==> src/rtl/l2_pool_reader_if.sv <==
// Bus bundle for the layer-2 pooling reader.
// Groups the start/status handshake, the RAM read port and the pooled output stream.
//   start       : single-cycle request to pool the stored map
//   addr_rd     : RAM read address (driven by the reader)
//   din         : RAM read data, valid one cycle after addr_rd
//   dout        : pooled (max) value, signed
//   dout_valid  : one-cycle strobe qualifying dout/dout_idx
//   dout_idx    : pooled index, row-major
//   busy, done  : run status
// Modports: master = controller/RAM side, slave = reader.
interface l2_pool_reader_if #(
  parameter int unsigned DW = 18,
  parameter int unsigned AW = 7
);
  logic          start;
  logic [AW-1:0] addr_rd;
  logic [DW-1:0] din;
  logic [DW-1:0] dout;
  logic          dout_valid;
  logic [4:0]    dout_idx;
  logic          busy;
  logic          done;

  modport master (
    output start, din,
    input  addr_rd, dout, dout_valid, dout_idx, busy, done
  );

  modport slave (
    input  start, din,
    output addr_rd, dout, dout_valid, dout_idx, busy, done
  );
endinterface

==> src/rtl/l2_pool_reader.sv <==
// Read-side sequencer for the layer-2 feature-map RAM.
// Walks an IN_W x IN_W row-major map in non-overlapping 2x2 windows (stride 2), issuing one
// read address per cycle, and emits one signed max per window (OUT_W x OUT_W outputs).
// Ports:
//   clk  : system clock, rising edge
//   rst  : synchronous active-high reset
//   bus  : l2_pool_reader_if.slave (start, addr_rd, din, dout, dout_valid, dout_idx, busy, done)
module l2_pool_reader #(
  parameter int unsigned DW    = 18,
  parameter int unsigned AW    = 7,
  parameter int unsigned IN_W  = 11,
  parameter int unsigned OUT_W = 5
) (
  input logic              clk,
  input logic              rst,
  l2_pool_reader_if.slave  bus
);

  localparam int unsigned CW = $clog2(OUT_W);
  localparam logic [CW-1:0] PosLast = CW'(OUT_W - 1);
  localparam logic [4:0]    IdxLast = 5'(OUT_W * OUT_W - 1);
  // Base step from the last window of a pooled row to the first window of the next one.
  localparam logic [AW-1:0] RowStep = AW'(2 * IN_W - 2 * (OUT_W - 1));
  localparam logic [AW-1:0] ColStep = AW'(2);

  typedef enum logic [1:0] {StIdle, StIssue, StDrain} state_e;

  state_e               state_q;
  logic [AW-1:0]        addr_q;
  logic [AW-1:0]        base_q;
  logic [1:0]           ph_q;      // window sample being addressed this cycle
  logic [CW-1:0]        pc_q;
  logic [CW-1:0]        pr_q;
  logic                 cap_vld_q; // din carries a window sample this cycle
  logic [1:0]           cap_ph_q;  // which sample din carries
  logic signed [DW-1:0] acc_q;
  logic [4:0]           out_cnt_q;
  logic [DW-1:0]        dout_q;
  logic                 dout_valid_q;
  logic [4:0]           dout_idx_q;
  logic                 busy_q;
  logic                 done_q;

  logic [AW-1:0]        off_next;
  logic signed [DW-1:0] din_s;
  logic                 din_gt;

  assign din_s  = bus.din;
  assign din_gt = din_s > acc_q;

  // Offset from the window base of the address following the current sample.
  always_comb begin
    off_next = '0;
    case (ph_q)
      2'd0:    off_next = AW'(1);
      2'd1:    off_next = AW'(IN_W);
      2'd2:    off_next = AW'(IN_W + 1);
      default: off_next = '0;
    endcase
  end

  always_ff @(posedge clk) begin
    if (rst) begin
      state_q      <= StIdle;
      addr_q       <= '0;
      base_q       <= '0;
      ph_q         <= '0;
      pc_q         <= '0;
      pr_q         <= '0;
      cap_vld_q    <= 1'b0;
      cap_ph_q     <= '0;
      acc_q        <= '0;
      out_cnt_q    <= '0;
      dout_q       <= '0;
      dout_valid_q <= 1'b0;
      dout_idx_q   <= '0;
      busy_q       <= 1'b0;
      done_q       <= 1'b0;
    end else begin
      dout_valid_q <= 1'b0;
      done_q       <= 1'b0;

      // Capture side: one cycle behind the address side.
      cap_vld_q <= (state_q == StIssue);
      cap_ph_q  <= ph_q;
      if (cap_vld_q) begin
        case (cap_ph_q)
          2'd0: acc_q <= din_s;  // first sample loads unconditionally
          2'd1, 2'd2: begin
            if (din_gt) acc_q <= din_s;  // strict compare: ties keep the earlier sample
          end
          default: begin
            dout_q       <= din_gt ? bus.din : acc_q;
            dout_valid_q <= 1'b1;
            dout_idx_q   <= out_cnt_q;
            out_cnt_q    <= out_cnt_q + 5'd1;
            if (out_cnt_q == IdxLast) done_q <= 1'b1;
          end
        endcase
      end

      // Address side.
      case (state_q)
        StIdle: begin
          if (bus.start) begin
            state_q   <= StIssue;
            busy_q    <= 1'b1;
            addr_q    <= '0;
            base_q    <= '0;
            ph_q      <= '0;
            pc_q      <= '0;
            pr_q      <= '0;
            out_cnt_q <= '0;
          end
        end
        StIssue: begin
          if (ph_q == 2'd3) begin
            if (pc_q == PosLast && pr_q == PosLast) begin
              state_q <= StDrain;
            end else begin
              ph_q <= '0;
              if (pc_q == PosLast) begin
                pc_q   <= '0;
                pr_q   <= pr_q + CW'(1);
                base_q <= base_q + RowStep;
                addr_q <= base_q + RowStep;
              end else begin
                pc_q   <= pc_q + CW'(1);
                base_q <= base_q + ColStep;
                addr_q <= base_q + ColStep;
              end
            end
          end else begin
            ph_q   <= ph_q + 2'd1;
            addr_q <= base_q + off_next;
          end
        end
        StDrain: begin
          // Stay busy through the done cycle so a start there is ignored.
          if (done_q) begin
            state_q <= StIdle;
            busy_q  <= 1'b0;
          end
        end
        default: state_q <= StIdle;
      endcase
    end
  end

  assign bus.addr_rd    = addr_q;
  assign bus.dout       = dout_q;
  assign bus.dout_valid = dout_valid_q;
  assign bus.dout_idx   = dout_idx_q;
  assign bus.busy       = busy_q;
  assign bus.done       = done_q;

endmodule

==> src/flat_wrapper.sv <==
// flat-port wrapper written by rule: the top's interface ports become plain ports
module l2_pool_reader_flat 
#(
  parameter int unsigned DW    = 18,
  parameter int unsigned AW    = 7,
  parameter int unsigned IN_W  = 11,
  parameter int unsigned OUT_W = 5
)
  (clk, rst, bus_start, bus_din, bus_addr_rd, bus_dout, bus_dout_valid, bus_dout_idx, bus_busy, bus_done);
  l2_pool_reader_if #(.DW(DW), .AW(AW)) bus_i ();
  input logic clk;
  input logic rst;
  input wire logic [$bits(bus_i.start)-1:0] bus_start;
  input wire logic [$bits(bus_i.din)-1:0] bus_din;
  output wire logic [$bits(bus_i.addr_rd)-1:0] bus_addr_rd;
  output wire logic [$bits(bus_i.dout)-1:0] bus_dout;
  output wire logic [$bits(bus_i.dout_valid)-1:0] bus_dout_valid;
  output wire logic [$bits(bus_i.dout_idx)-1:0] bus_dout_idx;
  output wire logic [$bits(bus_i.busy)-1:0] bus_busy;
  output wire logic [$bits(bus_i.done)-1:0] bus_done;
  assign bus_i.start = bus_start;
  assign bus_i.din = bus_din;
  assign bus_addr_rd = bus_i.addr_rd;
  assign bus_dout = bus_i.dout;
  assign bus_dout_valid = bus_i.dout_valid;
  assign bus_dout_idx = bus_i.dout_idx;
  assign bus_busy = bus_i.busy;
  assign bus_done = bus_i.done;
  l2_pool_reader #(.DW(DW), .AW(AW), .IN_W(IN_W), .OUT_W(OUT_W)) u_core (.clk(clk), .rst(rst), .bus(bus_i));
endmodule
==> config.mk <==
export PLATFORM = sky130hd
export DESIGN_NAME = l2_pool_reader_flat
export DESIGN_NICKNAME = d
export VERILOG_FILES = /design/src/rtl/l2_pool_reader_if.sv /design/src/rtl/l2_pool_reader.sv /design/src/flat_wrapper.sv
export SDC_FILE = /design/constraint.sdc
export NUM_CORES = 1
export LEC_CHECK = 0
export ABC_AREA = 1
export ABC_CLOCK_PERIOD_IN_PS = 4200
export CAP_MARGIN = 10
export CORE_ASPECT_RATIO = 2
export CORE_MARGIN = 1.5
export CORE_UTILIZATION = 51
export DETAILED_ROUTE_END_ITERATION = 16
export PLACE_DENSITY = 0.71
export SLEW_MARGIN = 25
export SYNTH_ARGS = -nofsm -noshare
export SYNTH_HDL_FRONTEND = slang
export SYNTH_SLANG_ARGS = --single-unit
==> constraint.sdc <==
create_clock -name clk -period 4.2 [get_ports clk]
set_input_delay 1.26 -clock clk [delete_from_list [all_inputs] [get_ports clk]]
set_output_delay 1.26 -clock clk [all_outputs]
set_load 0.1 [all_outputs]
==> results.yml <==
final_layout:
  antenna_cells: 0
  multi_input_area_mm2: 0.002410
  fin_cells: 752
  nFillCells: 774
  nets: 708
  syn_to_final_growth_pct: 19.45
  utilization_pct: 62.73
  drive_gt1_share_pct: 8.410
  ff_latch_area_mm2: 0.001501
timing:
  report.final.slew_viol_count: 0
  finalClockSkew_ns: 0.007069
  max_slew_margin_pct: 32.45
  setup_viol_count_final: 0
  layout_setup_ws_ns: 0.8322
  fmax_ghz: 0.2969
  grt_setup_unrepaired: "false"
  finalCriticalPeriod_ns: 3.368
  tightest_slew_ns: 1.010
  hold_slack_ns: 0.4672
  setup_tns_ns: 0
  post-route-period-util_pct: 80.18
  hold_viol_final: 0
route:
  drc: 0
  detail-route-antenna-nets: 0
  initialDrtViolationCount: 316
  dr.pass1.iters: 4
  avgRoutedWirePerCell_um: 14.76
  avgViaCountPerCell: 5.449
  drt_wl_total_mm: 11.10
  num_vias: 4098
critical_path:
  cp.required_ns: 4.40
  regToRegStartpoint: "u_core.acc_q[17]"
  startpoint_type: "primary input"
  setup.worst_path.start: "bus_din[13]"
  end_kind: "register"
  r2r_cells: 13
  cpPeakStageDelay_ns: 0.49
  critPathTopFamily: "simple AND/OR/NAND/NOR gates"
  path_common_cell: "nand2_1"
  critPathBufInv: 2
  cp_slowest_cell: "clkdlybuf4s50_1"
  critPathMaxFanout: 19
  arrival_ns: 3.57
  worstSetupPathType: "primary input to register"
  cp_cell_sequence: "clkdlybuf4s50_1 -> ha_1 -> nand2_1 -> inv_1 -> nand2_1 -> nand2_1 -> nand2_1 -> nand2_1 -> nor2_2 -> nand2_1 -> nand2_4 -> nand3_4 -> nand2_1 -> nand3_1 -> nand2_1 -> a21oi_1"
  critical_path_depth: 16
clock_network:
  clkTransAtPathRegs_ns: 0.06
  cts.sinks: 75
  ctsHoldBuffers: 0
  cts_resized: 0
  numCtsBuffers: 9
  clk_latency_ns: 0.34
  cts-root-buf: "clkbuf_16"
  postCtsSetupBuffers: 0
  cts_tree: "yes"
  ctsHtreeMaxLevel: 3
  cts_buffer_depth: 2
logic_synthesis:
  synthCells: 606
  yosysSeqAreaShare_pct: 34.48
  synth_area_leaders: "dfxtp_1, ha_1, nand2_1, inv_1, nor2_1"
  synth_largest_area_cell: "dfxtp_1"
  synth_edf_count: 0
  syn_avg_cell_area_um2: 7.185
  synth_cell_types: 41
  yosysWarnings: 0
  syn_nets: 665
  netlist_area_mm2: 0.004354
  netlist.area_leader.share_pct: 34.48
  ys_seq_elements: 75
  yosysMostFrequentCell: "nand2_1"
  ys.flop_type: "dfxtp_1"
  ys_top_cells_by_count: "nand2_1, inv_1, dfxtp_1"
  async_reset_ff_share_pct: 0
placed_design:
  portBuffers: 53
  dp_worst_setup_slack_ns: 0.4935
  dp.final_hpwl_mm: 7.970
  place_congestion: 0.8825
  dpl.cell_count: 736
power:
  p_switching_uw: 681.7
  power.density_mw_per_mm2: 385.0
  ir_drop_uv: 272.3
  pwr-share-seq_pct: 39.0
  intPower_uw: 1321
  swShare_pct: 34.04
  p_leak_uw: 0.002227
  power_frac_clock_pct: 36.4
  p_comb_share_pct: 24.6
global_route:
  grt-ovfl-total: 0
  grt_pass1_vias: 4010
  grt_max_degree: 42
  track_usage_pct: 26.12
  grt_pass1_wl_mm: 18.10
  grt_antenna_before_repair: 0
die:
  die_height_um: 133.7
  rows: 47
  pin_count: 54
  fp.coreArea_mm2: 0.008292
  die_area_mm2: 0.009134
  die_x_um: 68.34
  initial_core_util_pct: 52.51
worst_hold_path:
  holdCritPathClass: "register to register"
  worstHoldStart: "u_core.bus.addr_rd[2]"
  holdPathStages: 2
outcome:
  status: "complete, no violations"
run:
  maxCapViolCount: 0
==> placed cells by master, fill, tap and decap left out, types with 2 or more instances in the layout <==
master	count
or2_2	2
clkinv_2	2
a21oi_2	10
a211oi_1	3
ha_1	35
clkbuf_16	9
nand2_2	12
dfxtp_1	75
nand2_1	114
nand3_4	2
nor2_1	72
clkinvlp_4	3
nor2_2	4
a21oi_1	37
inv_1	86
o2111ai_1	2
clkdlybuf4s50_1	53
o21ai_0	13
buf_4	4
a21o_1	2
fa_1	2
xor2_1	5
nand3_1	49
o211ai_1	19
nand4_1	20
==> layer usage <==
layer | up-vias | GRT usage (%) | part of all wire, %
met2 | 96 | 48.92 | 55
met1 | 1907 | 26.08 | 37
met4 | 0 | 11.67 | 3.3
li1 | 2065 | - | -
met5 | - | 0 | 0
met3 | 30 | 4.983 | 3.9
==> final timing paths <==
path         slack [ns]                    end
max                0.83        u_core.acc_q[8]
min                0.47  u_core.bus.addr_rd[2]
max reg2reg        1.84        u_core.acc_q[8]
min reg2reg        0.47  u_core.bus.addr_rd[2]
==> per-stage QoR <==
step | cell area [um2] | total power [uW]
floorplan | 4354 | 1166
global placement | 4918 | 1277
detailed placement | 4921 | 1287
CTS | 5201 | 2021
global route | 5201 | 2104
finish | 5201 | 2003
==> power by group through the flow <==
| stage | clock (uW) | combinational, uW | sequential [uW] |
|---|---|---|---|
| 6_report | 729 | 493 | 781 |
| 5_1_grt | 769 | 549 | 786 |
| 4_1_cts | 746 | 494 | 780 |
| 3_5_place_dp | 0 | 491 | 796 |
| 3_3_place_gp | 0 | 482 | 794 |
| 2_1_floorplan | 0 | 314 | 852 |
==> logic make-up (layout without fill, tap and decap cells) <==
group           Yosys count  in the layout  synth area share (%)
buf+inv                 112            160                 10.23
xor+xnor                  6              6                 1.207
other cells               1              1               0.08612
compound gates           93             93                 13.62
flops                    75             75                 34.48
simple gates            281            281                 29.11
fa+ha+maj                38             38                 11.26
==> sequential cells by signal, indices dropped and copies added (netlist names) <==
| register | count |
|---|---|
| u_core.bus.dout_idx | 5 |
| u_core.pr_q | 3 |
| u_core.bus.done | 1 |
| u_core.state_q | 2 |
| u_core.pc_q | 3 |
| u_core.ph_q | 2 |
| u_core.cap_vld_q | 1 |
| u_core.bus.dout_valid | 1 |
| u_core.out_cnt_q | 5 |
| u_core.cap_ph_q | 2 |
| u_core.acc_q | 18 |
| u_core.bus.busy | 1 |
| u_core.base_q | 6 |
| u_core.bus.addr_rd | 7 |
| u_core.bus.dout | 18 |
==> worst reg2reg max path, stage by stage, from the launching register on <==
cell and delay (ns):
dfxtp_1 0.35, inv_1 0.05, ha_1 0.32, a21o_1 0.19, nor2_1 0.09, nand2_1 0.07, nor2_2 0.11, nand2_1 0.10
nand2_4 0.21, nand3_4 0.31, nand2_1 0.18, nand3_1 0.08, nand2_1 0.09, a21oi_1 0.06
==> layout make-up <==
class / count / area share (%)
clock buffers: 10 / 4.595
clock inverters: 6 / 0.7938
inverters: 87 / 6.279
multi-input cells: 419 / 46.33
flip-flops and latches: 75 / 28.87
well taps: 98 / 2.357
repair buffers: 57 / 10.78
No activity file was read; power rests on OpenSTA's default activity.
